==> src/rtl/fnv_map_engine_pkg.sv <==
// fnv_map_pkg: shared definitions for the FNV map engine.
//   FNV_PRIME            32-bit FNV prime
//   CMD_ADDR_W/CMD_LEN_W widths of the command fields (engine ADDR_W/LEN_W default to these)
//   fnv_state_e          engine FSM states
//   fnv_cmd_t            command / working-set bundle
//   fnv1, fnv1a          single-word FNV mixing functions (32-bit, mod 2^32)
package fnv_map_pkg;

    localparam logic [31:0] FNV_PRIME = 32'h01000193;

    localparam int unsigned CMD_ADDR_W = 8;
    localparam int unsigned CMD_LEN_W  = 8;

    typedef enum logic [1:0] {
        IDLE,
        READ,
        CALC,
        FINISH
    } fnv_state_e;

    typedef struct packed {
        logic [CMD_ADDR_W-1:0] origin;
        logic [CMD_ADDR_W-1:0] modifier;
        logic [CMD_LEN_W-1:0]  length;
        logic                  mode;
    } fnv_cmd_t;

    function automatic logic [31:0] fnv1(input logic [31:0] a, input logic [31:0] b);
        return (a * FNV_PRIME) ^ b;
    endfunction

    function automatic logic [31:0] fnv1a(input logic [31:0] a, input logic [31:0] b);
        return (a ^ b) * FNV_PRIME;
    endfunction

endpackage

==> src/rtl/fnv_map_engine_lane_alu.sv <==
// fnv_lane_alu: one-lane combinational FNV mixer.
//   a, b  operands (a = origin word, b = modifier word)
//   mode  0 = FNV1, 1 = FNV1a (only honoured when FNV_MAP_FNV1A_EN is defined)
//   y     result
// Configuration macro: FNV_MAP_FNV1A_EN (undefined -> FNV1 only, no FNV1a datapath).
module fnv_lane_alu
    import fnv_map_pkg::*;
(
    input  logic [31:0] a,
    input  logic [31:0] b,
    input  logic        mode,
    output logic [31:0] y
);

`ifdef FNV_MAP_FNV1A_EN
    always_comb begin
        y = mode ? fnv1a(a, b) : fnv1(a, b);
    end
`else
    logic unused_mode;
    assign unused_mode = mode;

    always_comb begin
        y = fnv1(a, b);
    end
`endif

endmodule

==> src/rtl/fnv_map_engine.sv <==
// fnv_map_engine: sequential multi-lane FNV map over an external state RAM.
//   For i in 0..length-1: state[origin+i] = fnv(state[origin+i], state[modifier+i]).
//   Command side : cmd_valid/cmd_ready handshake with origin, modifier, length,
//                  cond_pass (0 = skip) and mode (FNV1/FNV1a).
//   RAM side     : rd_en/rd_addr_a/rd_addr_b, rd_data_a/b one cycle later
//                  (LANES words, lane 0 in LSBs); wr_en/wr_addr/wr_data/wr_mask.
//   Status       : busy while a command runs, done pulses for one cycle.
// Configuration macro: FNV_MAP_FNV1A_EN (defined -> cmd_mode selects FNV1a).
module fnv_map_engine
    import fnv_map_pkg::*;
#(
    parameter int unsigned LANES  = 4,
    parameter int unsigned WORD_W = 32,
    parameter int unsigned ADDR_W = CMD_ADDR_W,
    parameter int unsigned LEN_W  = CMD_LEN_W
) (
    input  logic                    clk,
    input  logic                    rst,
    input  logic                    cmd_valid,
    output logic                    cmd_ready,
    input  logic [ADDR_W-1:0]       cmd_origin,
    input  logic [ADDR_W-1:0]       cmd_modifier,
    input  logic [LEN_W-1:0]        cmd_length,
    input  logic                    cmd_cond_pass,
    input  logic                    cmd_mode,
    output logic                    rd_en,
    output logic [ADDR_W-1:0]       rd_addr_a,
    output logic [ADDR_W-1:0]       rd_addr_b,
    input  logic [LANES*WORD_W-1:0] rd_data_a,
    input  logic [LANES*WORD_W-1:0] rd_data_b,
    output logic                    wr_en,
    output logic [ADDR_W-1:0]       wr_addr,
    output logic [LANES*WORD_W-1:0] wr_data,
    output logic [LANES-1:0]        wr_mask,
    output logic                    busy,
    output logic                    done
);

    fnv_state_e state;
    // Working set: origin/modifier advance per chunk, length counts remaining words.
    fnv_cmd_t   cur;
    logic       single_q;

    logic [ADDR_W-1:0]       alias_diff;
    logic                    alias_single;
    logic [31:0]             step;
    logic [31:0]             chunk_cnt;
    logic [LANES-1:0]        lane_mask;
    logic [LANES*WORD_W-1:0] alu_y;
    logic                    acc_mode;

`ifdef FNV_MAP_FNV1A_EN
    assign acc_mode = cmd_mode;
`else
    logic unused_cmd_mode;
    assign unused_cmd_mode = cmd_mode;
    assign acc_mode        = 1'b0;
`endif

    // An origin range starting 1..LANES-1 words above the modifier range would
    // read words that an earlier lane of the same chunk is about to overwrite;
    // those commands run one word per chunk to keep sequential semantics.
    always_comb begin
        alias_diff   = cmd_origin - cmd_modifier;
        alias_single = (alias_diff != '0) && (32'(alias_diff) < LANES);
    end

    always_comb begin
        step      = single_q ? 32'd1 : 32'(LANES);
        chunk_cnt = (32'(cur.length) < step) ? 32'(cur.length) : step;
        for (int unsigned j = 0; j < LANES; j++) begin
            lane_mask[j] = (j < chunk_cnt);
        end
    end

    for (genvar g = 0; g < LANES; g++) begin : g_lane
        fnv_lane_alu u_alu (
            .a    (rd_data_a[g*WORD_W +: WORD_W]),
            .b    (rd_data_b[g*WORD_W +: WORD_W]),
            .mode (cur.mode),
            .y    (alu_y[g*WORD_W +: WORD_W])
        );
    end

    always_comb begin
        wr_data = wr_en ? alu_y : '0;
    end

    always_ff @(posedge clk) begin
        if (rst) begin
            state     <= IDLE;
            cur       <= '0;
            single_q  <= 1'b0;
            cmd_ready <= 1'b1;
            busy      <= 1'b0;
            done      <= 1'b0;
            rd_en     <= 1'b0;
            rd_addr_a <= '0;
            rd_addr_b <= '0;
            wr_en     <= 1'b0;
            wr_addr   <= '0;
            wr_mask   <= '0;
        end else begin
            done    <= 1'b0;
            rd_en   <= 1'b0;
            wr_en   <= 1'b0;
            wr_mask <= '0;
            case (state)
                IDLE: begin
                    if (cmd_valid) begin
                        cur <= '{origin:   cmd_origin,
                                 modifier: cmd_modifier,
                                 length:   cmd_length,
                                 mode:     acc_mode};
                        single_q  <= alias_single;
                        cmd_ready <= 1'b0;
                        busy      <= 1'b1;
                        if (!cmd_cond_pass || cmd_length == '0) begin
                            state <= FINISH;
                            done  <= 1'b1;
                        end else begin
                            state     <= READ;
                            rd_en     <= 1'b1;
                            rd_addr_a <= cmd_origin;
                            rd_addr_b <= cmd_modifier;
                        end
                    end
                end
                READ: begin
                    state   <= CALC;
                    wr_en   <= 1'b1;
                    wr_addr <= cur.origin;
                    wr_mask <= lane_mask;
                end
                CALC: begin
                    cur.origin   <= cur.origin + ADDR_W'(step);
                    cur.modifier <= cur.modifier + ADDR_W'(step);
                    cur.length   <= cur.length - LEN_W'(chunk_cnt);
                    if (32'(cur.length) == chunk_cnt) begin
                        state <= FINISH;
                        done  <= 1'b1;
                    end else begin
                        state     <= READ;
                        rd_en     <= 1'b1;
                        rd_addr_a <= cur.origin + ADDR_W'(step);
                        rd_addr_b <= cur.modifier + ADDR_W'(step);
                    end
                end
                FINISH: begin
                    state     <= IDLE;
                    busy      <= 1'b0;
                    cmd_ready <= 1'b1;
                end
                default: state <= IDLE;
            endcase
        end
    end

endmodule

==> config.mk <==
export PLATFORM = sky130hd
export DESIGN_NAME = fnv_map_engine
export DESIGN_NICKNAME = d
export VERILOG_FILES = /design/src/rtl/fnv_map_engine_pkg.sv /design/src/rtl/fnv_map_engine_lane_alu.sv /design/src/rtl/fnv_map_engine.sv
export SDC_FILE = /design/constraint.sdc
export NUM_CORES = 2
export LEC_CHECK = 0
export BUFFER_PORTS_ARGS = -buffer_cell sky130_fd_sc_hd__buf_2
export CORE_ASPECT_RATIO = 0.8
export CORE_MARGIN = 1
export CORE_UTILIZATION = 23
export DETAILED_ROUTE_END_ITERATION = 12
export GPL_ROUTABILITY_DRIVEN = 0
export SLEW_MARGIN = 10
export SYNTH_ARGS = -nofsm -noshare
export SYNTH_HDL_FRONTEND = slang
export SYNTH_SLANG_ARGS = --single-unit
export TNS_END_PERCENT = 10
==> constraint.sdc <==
create_clock -name clk -period 7.08 [get_ports clk]
set_clock_uncertainty 0.05 [all_clocks]
set_input_delay 1.062 -clock clk [delete_from_list [all_inputs] [get_ports clk]]
set_output_delay 1.062 -clock clk [all_outputs]
set_load 0.02 [all_outputs]
== Yosys cells after proc, flatten, opt, wreduce, memory -nomap -nowiden ==
Cells that the tools add are included.

* $mul: 4
* Reductions and logical operators: 13
* Equal/unequal tests: 7
* Add/subtract/negate cells: 4
* Bitwise gates (word level): 5
* Magnitude comparators: 6
* Muxes and demuxes: 30

{| class="wikitable"
|+ Operators with widths
! cell !! count
|-
| $mul A32 B25 Y32 const B || 4
|-
| $mux W128 || 1
|-
| $xor A32 B32 Y32 || 4
|-
| $mux W8 || 7
|-
| $pmux W24 S2 || 1
|-
| $pmux W8 S2 || 2
|-
| $mux W25 || 1
|-
| $add A8 B3 Y8 || 2
|-
| $lt A1 B8 Y1 const A || 2
|-
| $lt A2 B8 Y1 const A || 2
|-
| $sub A8 B8 Y8 || 2
|-
| $mux W1 || 9
|-
| $eq A8 B8 Y1 || 1
|-
| $logic_not A8 Y1 || 1
|-
| $lt A8 B3 Y1 || 1
|-
| $lt A8 B3 Y1 const B || 1
|-
| $pmux W1 S2 || 4
|-
| $pmux W2 S4 || 1
|-
| $reduce_bool A8 Y1 || 1
|-
| $mux W2 || 3
|-
| $ne A2 B2 Y1 const B || 3
|-
| $reduce_and A2 Y1 || 3
|-
| $eq A2 B2 Y1 const B || 2
|-
| $reduce_and A4 Y1 || 1
|-
| other kinds (9) || 10
|}

* Input port bits: 285
* Logic and storage cells: 83
* Register bits: 60
* Output and inout bits: 161

== Logic depth before layout (Yosys ltp) ==
* Word-level depth: 6
* Depth in mapped cells: 21
* Mapped depth without buffers: 21

== Hierarchy ==
Synthesis repeated with hierarchy kept, for this count alone.

* Cells, all modules: 3015
* Area, all modules: 27450.1 um2

{| class="wikitable"
|+ By module, submodules not included
! module !! sequential area each (um2) !! cells each !! instances !! area an instance (um2)
|-
| fnv_lane_alu at g_lane[0].u_alu ... || 0.0 || 617 || 2 || 5816.8
|-
| fnv_lane_alu at g_lane[3].u_alu || 0.0 || 634 || 1 || 5926.9
|-
| fnv_lane_alu at g_lane[2].u_alu || 0.0 || 600 || 1 || 5755.5
|-
| fnv_map_engine || 1201.2 || 547 || 1 || 4134.0
|}

== Least setup slack after synthesis ==
OpenSTA, ideal clock, no wires.

* Path type: input to output
* From: in rd_data_a[4]
* To: out wr_data[24]
* Setup slack: 0.155 ns
* Path buffers: 0
* Data required time: 5.968 ns
* Stages on the path: 19
* Arrival: 5.813 ns
* Cells stage by stage: ha_1 -> ha_1 -> fa_1 -> ha_1 -> fa_1 -> ha_1 -> inv_1 -> fa_1 -> inv_1 -> ha_1 -> a211oi_1 -> o21ai_0 -> o211ai_1 -> a21oi_1 -> a311o_2 -> a311oi_1 -> o21ai_0 -> xnor2_1 -> nor2_1

* Longest elaborated chain between the ends: 3

{| class="wikitable"
|+ RTL lines
! item !! line !! source
|-
| from (decl) || fnv_map_engine.sv:29 || <nowiki>input logic [LANES*WORD_W-1:0] rd_data_a,</nowiki>
|-
| $mul A32 B25 Y32 || fnv_map_engine_pkg.sv:29 || <nowiki>return (a * FNV_PRIME) ^ b;</nowiki>
|-
| $xor A32 B32 Y32 || fnv_map_engine_pkg.sv:29 ||
|-
| $mux W128 || fnv_map_engine.sv:86 || <nowiki>wr_data = wr_en ? alu_y : '0;</nowiki>
|-
| to (decl) || fnv_map_engine.sv:33 || <nowiki>output logic [LANES*WORD_W-1:0] wr_data,</nowiki>
|}

No other way between the ends.

== Worst setup path after layout ==
* From: in rd_data_a[102]
* To: out wr_data[122]

Same word-level chain as after synthesis.

==> summary.txt <==
status = complete, but fails checks
failing checks = setup timing
fin area = 0.0351 sq mm
Fin. Hold Viols = 0
first-pass GRT wire length = 128000 um
Worst setup EP type = primary output
fin util = 31.0%
post-route minimum period = 7.12 ns
initial antenna violation count = 16
PortBufs = 444
Post-Route WL = 81300 um
CTS Sinks = 60
CTS tree = built
clk buf depth = 2
FP Rows = 110
Pins Over Slew Limit = 0
startpoint types = input pin
FMAX = 0.140 GHz
number of max-cap violations = 0
Fill cells = 11790
Post-Synthesis Cells = 2932
Psw = 0.00835 W
worst vdd ir = 0.523 mV
pwr dens = 477 mW/mm^2
DRC viols = 0
RR Startpoint = single_q
die height = 305 um
register area share after synthesis = 4.56%
RSZ-0062 raised after global routing = yes
Hold Path Depth = 2
Starting Density = 23.3%
worst skew pair latency = 0.33 ns
clock power share = 2.8%
global route overflow = 0
Area Overhead vs Synth = 33.2%
final setup margin = -0.0393 ns
CORE AREA = 0.113 sq mm
worst setup path category = in2out
All-Layer GR Usage = 13.9%
Synth Cell Area = 0.0263 sq mm
wire per inst = 15.7 um
synth warn = 0
Comb pwr share = 94.8%
Post-Syn Nets = 4274
number of global-route vias before repair = 23376
Sum Neg Setup Slack = -0.0419 ns
Clk pin slew, worst setup/hold paths = 0.05 ns
via-per-instance ratio = 4.32
detailed-placement wirelength estimate = 72200 um
sequential share of power = 2.4%
Post-synth EDFFs = 0
initial DRC count = 863
CP max FO = 4
total CTS buffers = 9
Slew Limit Headroom = 26.1%
final worst-path cycle share = 101%
CTS root buf = clkbuf_16
Inst Count DP = 5161
Yosys reg bits = 60
Worst Tran Pin Value = 1.11 ns
Die W = 380 um
placed instance area = 0.0327 sq mm
largest cells by area after synthesis = ha_1 (36%), fa_1 (23%), inv_1 (8.9%)
Ports = 446
Leak = 18.1 nW
layout cell share with drive strength beyond 1 = 28.4%
Yosys cell types = 73
Crit path arrival time = 6.01 ns
Worst Hold End = wr_addr[2]
H-Tree Depth = 3
post-synth top area cell = ha_1
final total power = 0.0167 W
Non-Filler Instances = 5192
die area = 0.116 sq mm
sw frac = 49.9%
Async S/R FF share, synth = 0%
post-route ant nets = 0
Hold Path Class = reg2reg
largest net degree at the start of global routing = 75
R2R setup slack = 3.70 ns
FF-to-FF End = cur[8]
Multi-input gate area = 0.0244 sq mm
Critical Path RT = 5.97 ns
R2R depth = 10
Vias = 22415
final setup fails = 2
ys flop type = dfxtp_1
total internal power = 0.00837 W
Worst Hold Launch = wr_addr[2]
drt first pass iters = 7
mean post-synth cell area = 8.98 sq um
Synth top area share = 36.2%
Layout Nets = 5011
register area = 0.00120 sq mm
[state kept, by name (all words and copies together), names as in the netlist]
| signal | count |
|---|---|
| wr_addr | 8 |
| wr_mask | 4 |
| cmd_ready | 1 |
| rd_en | 1 |
| single_q | 1 |
| state | 2 |
| cur | 24 |
| rd_addr_b | 8 |
| done | 1 |
| wr_en | 1 |
| rd_addr_a | 8 |
| busy | 1 |
[worst max-delay path, cell delays in order]
cell and delay [ns]:
buf_2 0.14, ha_1 0.30, ha_1 0.30, fa_1 0.51
ha_2 0.18, fa_1 0.41, ha_1 0.28, inv_1 0.05
fa_1 0.49, inv_1 0.05, ha_2 0.19, a211o_1 0.31
or4_1 0.50, o21a_1 0.22, a21oi_1 0.15, buf_4 0.18
o21ai_2 0.09, buf_4 0.17, xnor2_2 0.12, nor2_1 0.12
buf_4 0.18
[what timing repair did]
item | CTS | global route
pin swaps | 84 | 95
endpoints found under the setup margin | 40 | 46
gates resized for setup | 199 | 155
hold buffers | 0 | 0
buffers inserted | 6 | 5
[layout by cell type, fill, tap and decap left out, types with 89 or more instances in the layout]
master,instances
xnor2_1,238
nor2_1,195
ha_1,627
buf_4,338
buf_2,403
nand2_1,122
inv_1,615
fa_1,293
a21oi_1,105
ha_4,89
[through the flow]
stage	setup slack, ns	hold WS (ns)
6_report	-0.0393	0.402
5_1_grt	-0.190	0.426
4_1_cts	-0.0654	0.404
3_5_place_dp	-0.520	0.397
3_3_place_gp	-0.513	0.394
2_1_floorplan	0.155	0.391
[per-layer routing]
metal	vias up	GRT usage [%]	share of wire (%)	wire length, um
met5	-	0	0.086	70
met4	12	2.01	1.4	1160
met3	72	2.53	5.4	4420
met2	495	22.9	45	36800
met1	10786	19.1	48	38800
li1	11050	-	-	-
[area by class of cell]
cell class              count  share of cell area [%]
multi-input cells        2207                    69.6
inverters                 625                    6.70
well taps                1512                    5.40
flip-flops and latches     60                    3.43
clock inverters             5                   0.214
repair buffers            766                    13.9
clock buffers              11                   0.692
diodes                      6                  0.0428
[cell usage after synthesis, drive strengths merged (4+ instances only)]
master,count
nand3,31
fa,296
nor2b,12
nor4,5
o21ai,71
nand4,7
a221oi,4
mux2i,15
dfxtp,60
buf,4
xor2,56
clkbuf,36
ha,761
o21a,18
a21o,33
or3,12
and3,10
a311oi,6
or2,11
nor3,18
or4,4
a21oi,133
and2,7
o211ai,11
nor2,199
inv,624
a21boi,7
a31oi,13
xnor2,242
a31o,5
a211oi,22
nand2,128
o21bai,12
nand2b,20
[worst max path at each step]
| stage | start | to | slack (ns) |
|---|---|---|---|
| 5_1_grt | rd_data_a[40] | wr_data[63] | -0.19 |
| 3_3_place_gp | rd_data_a[36] | wr_data[63] | -0.51 |
| 4_1_cts | rd_data_a[34] | wr_data[63] | -0.07 |
| 3_5_place_dp | rd_data_a[36] | wr_data[63] | -0.52 |
| 2_1_floorplan | rd_data_a[4] | wr_data[24] | 0.16 |
| 6_report | rd_data_a[102] | wr_data[122] | -0.04 |
[power groups by stage]
stage | combinational, W | sequential, W | clock, W
after floorplan | 0.00907 | 0.000414 | 0
after global placement | 0.0138 | 0.000403 | 0
after detailed placement | 0.0139 | 0.000404 | 0
after CTS | 0.0150 | 0.000397 | 0.000479
after global routing | 0.0176 | 0.000402 | 0.000492
final | 0.0158 | 0.000398 | 0.000472
[cell families (layout without fill, tap and decap cells)]
| kind of cell | Yosys count | after routing | synth area share, % |
|---|---|---|---|
| fa+ha+maj | 1057 | 1057 | 58.7 |
| simple gates | 468 | 468 | 7.84 |
| compound gates | 368 | 368 | 8.85 |
| mux | 16 | 16 | 0.613 |
| other cells | 0 | 6 | 0 |
| flops | 60 | 60 | 4.56 |
| buf+inv | 665 | 1407 | 9.54 |
| xor+xnor | 298 | 298 | 9.91 |
Note: power is estimated with default switching activity, not from simulation.
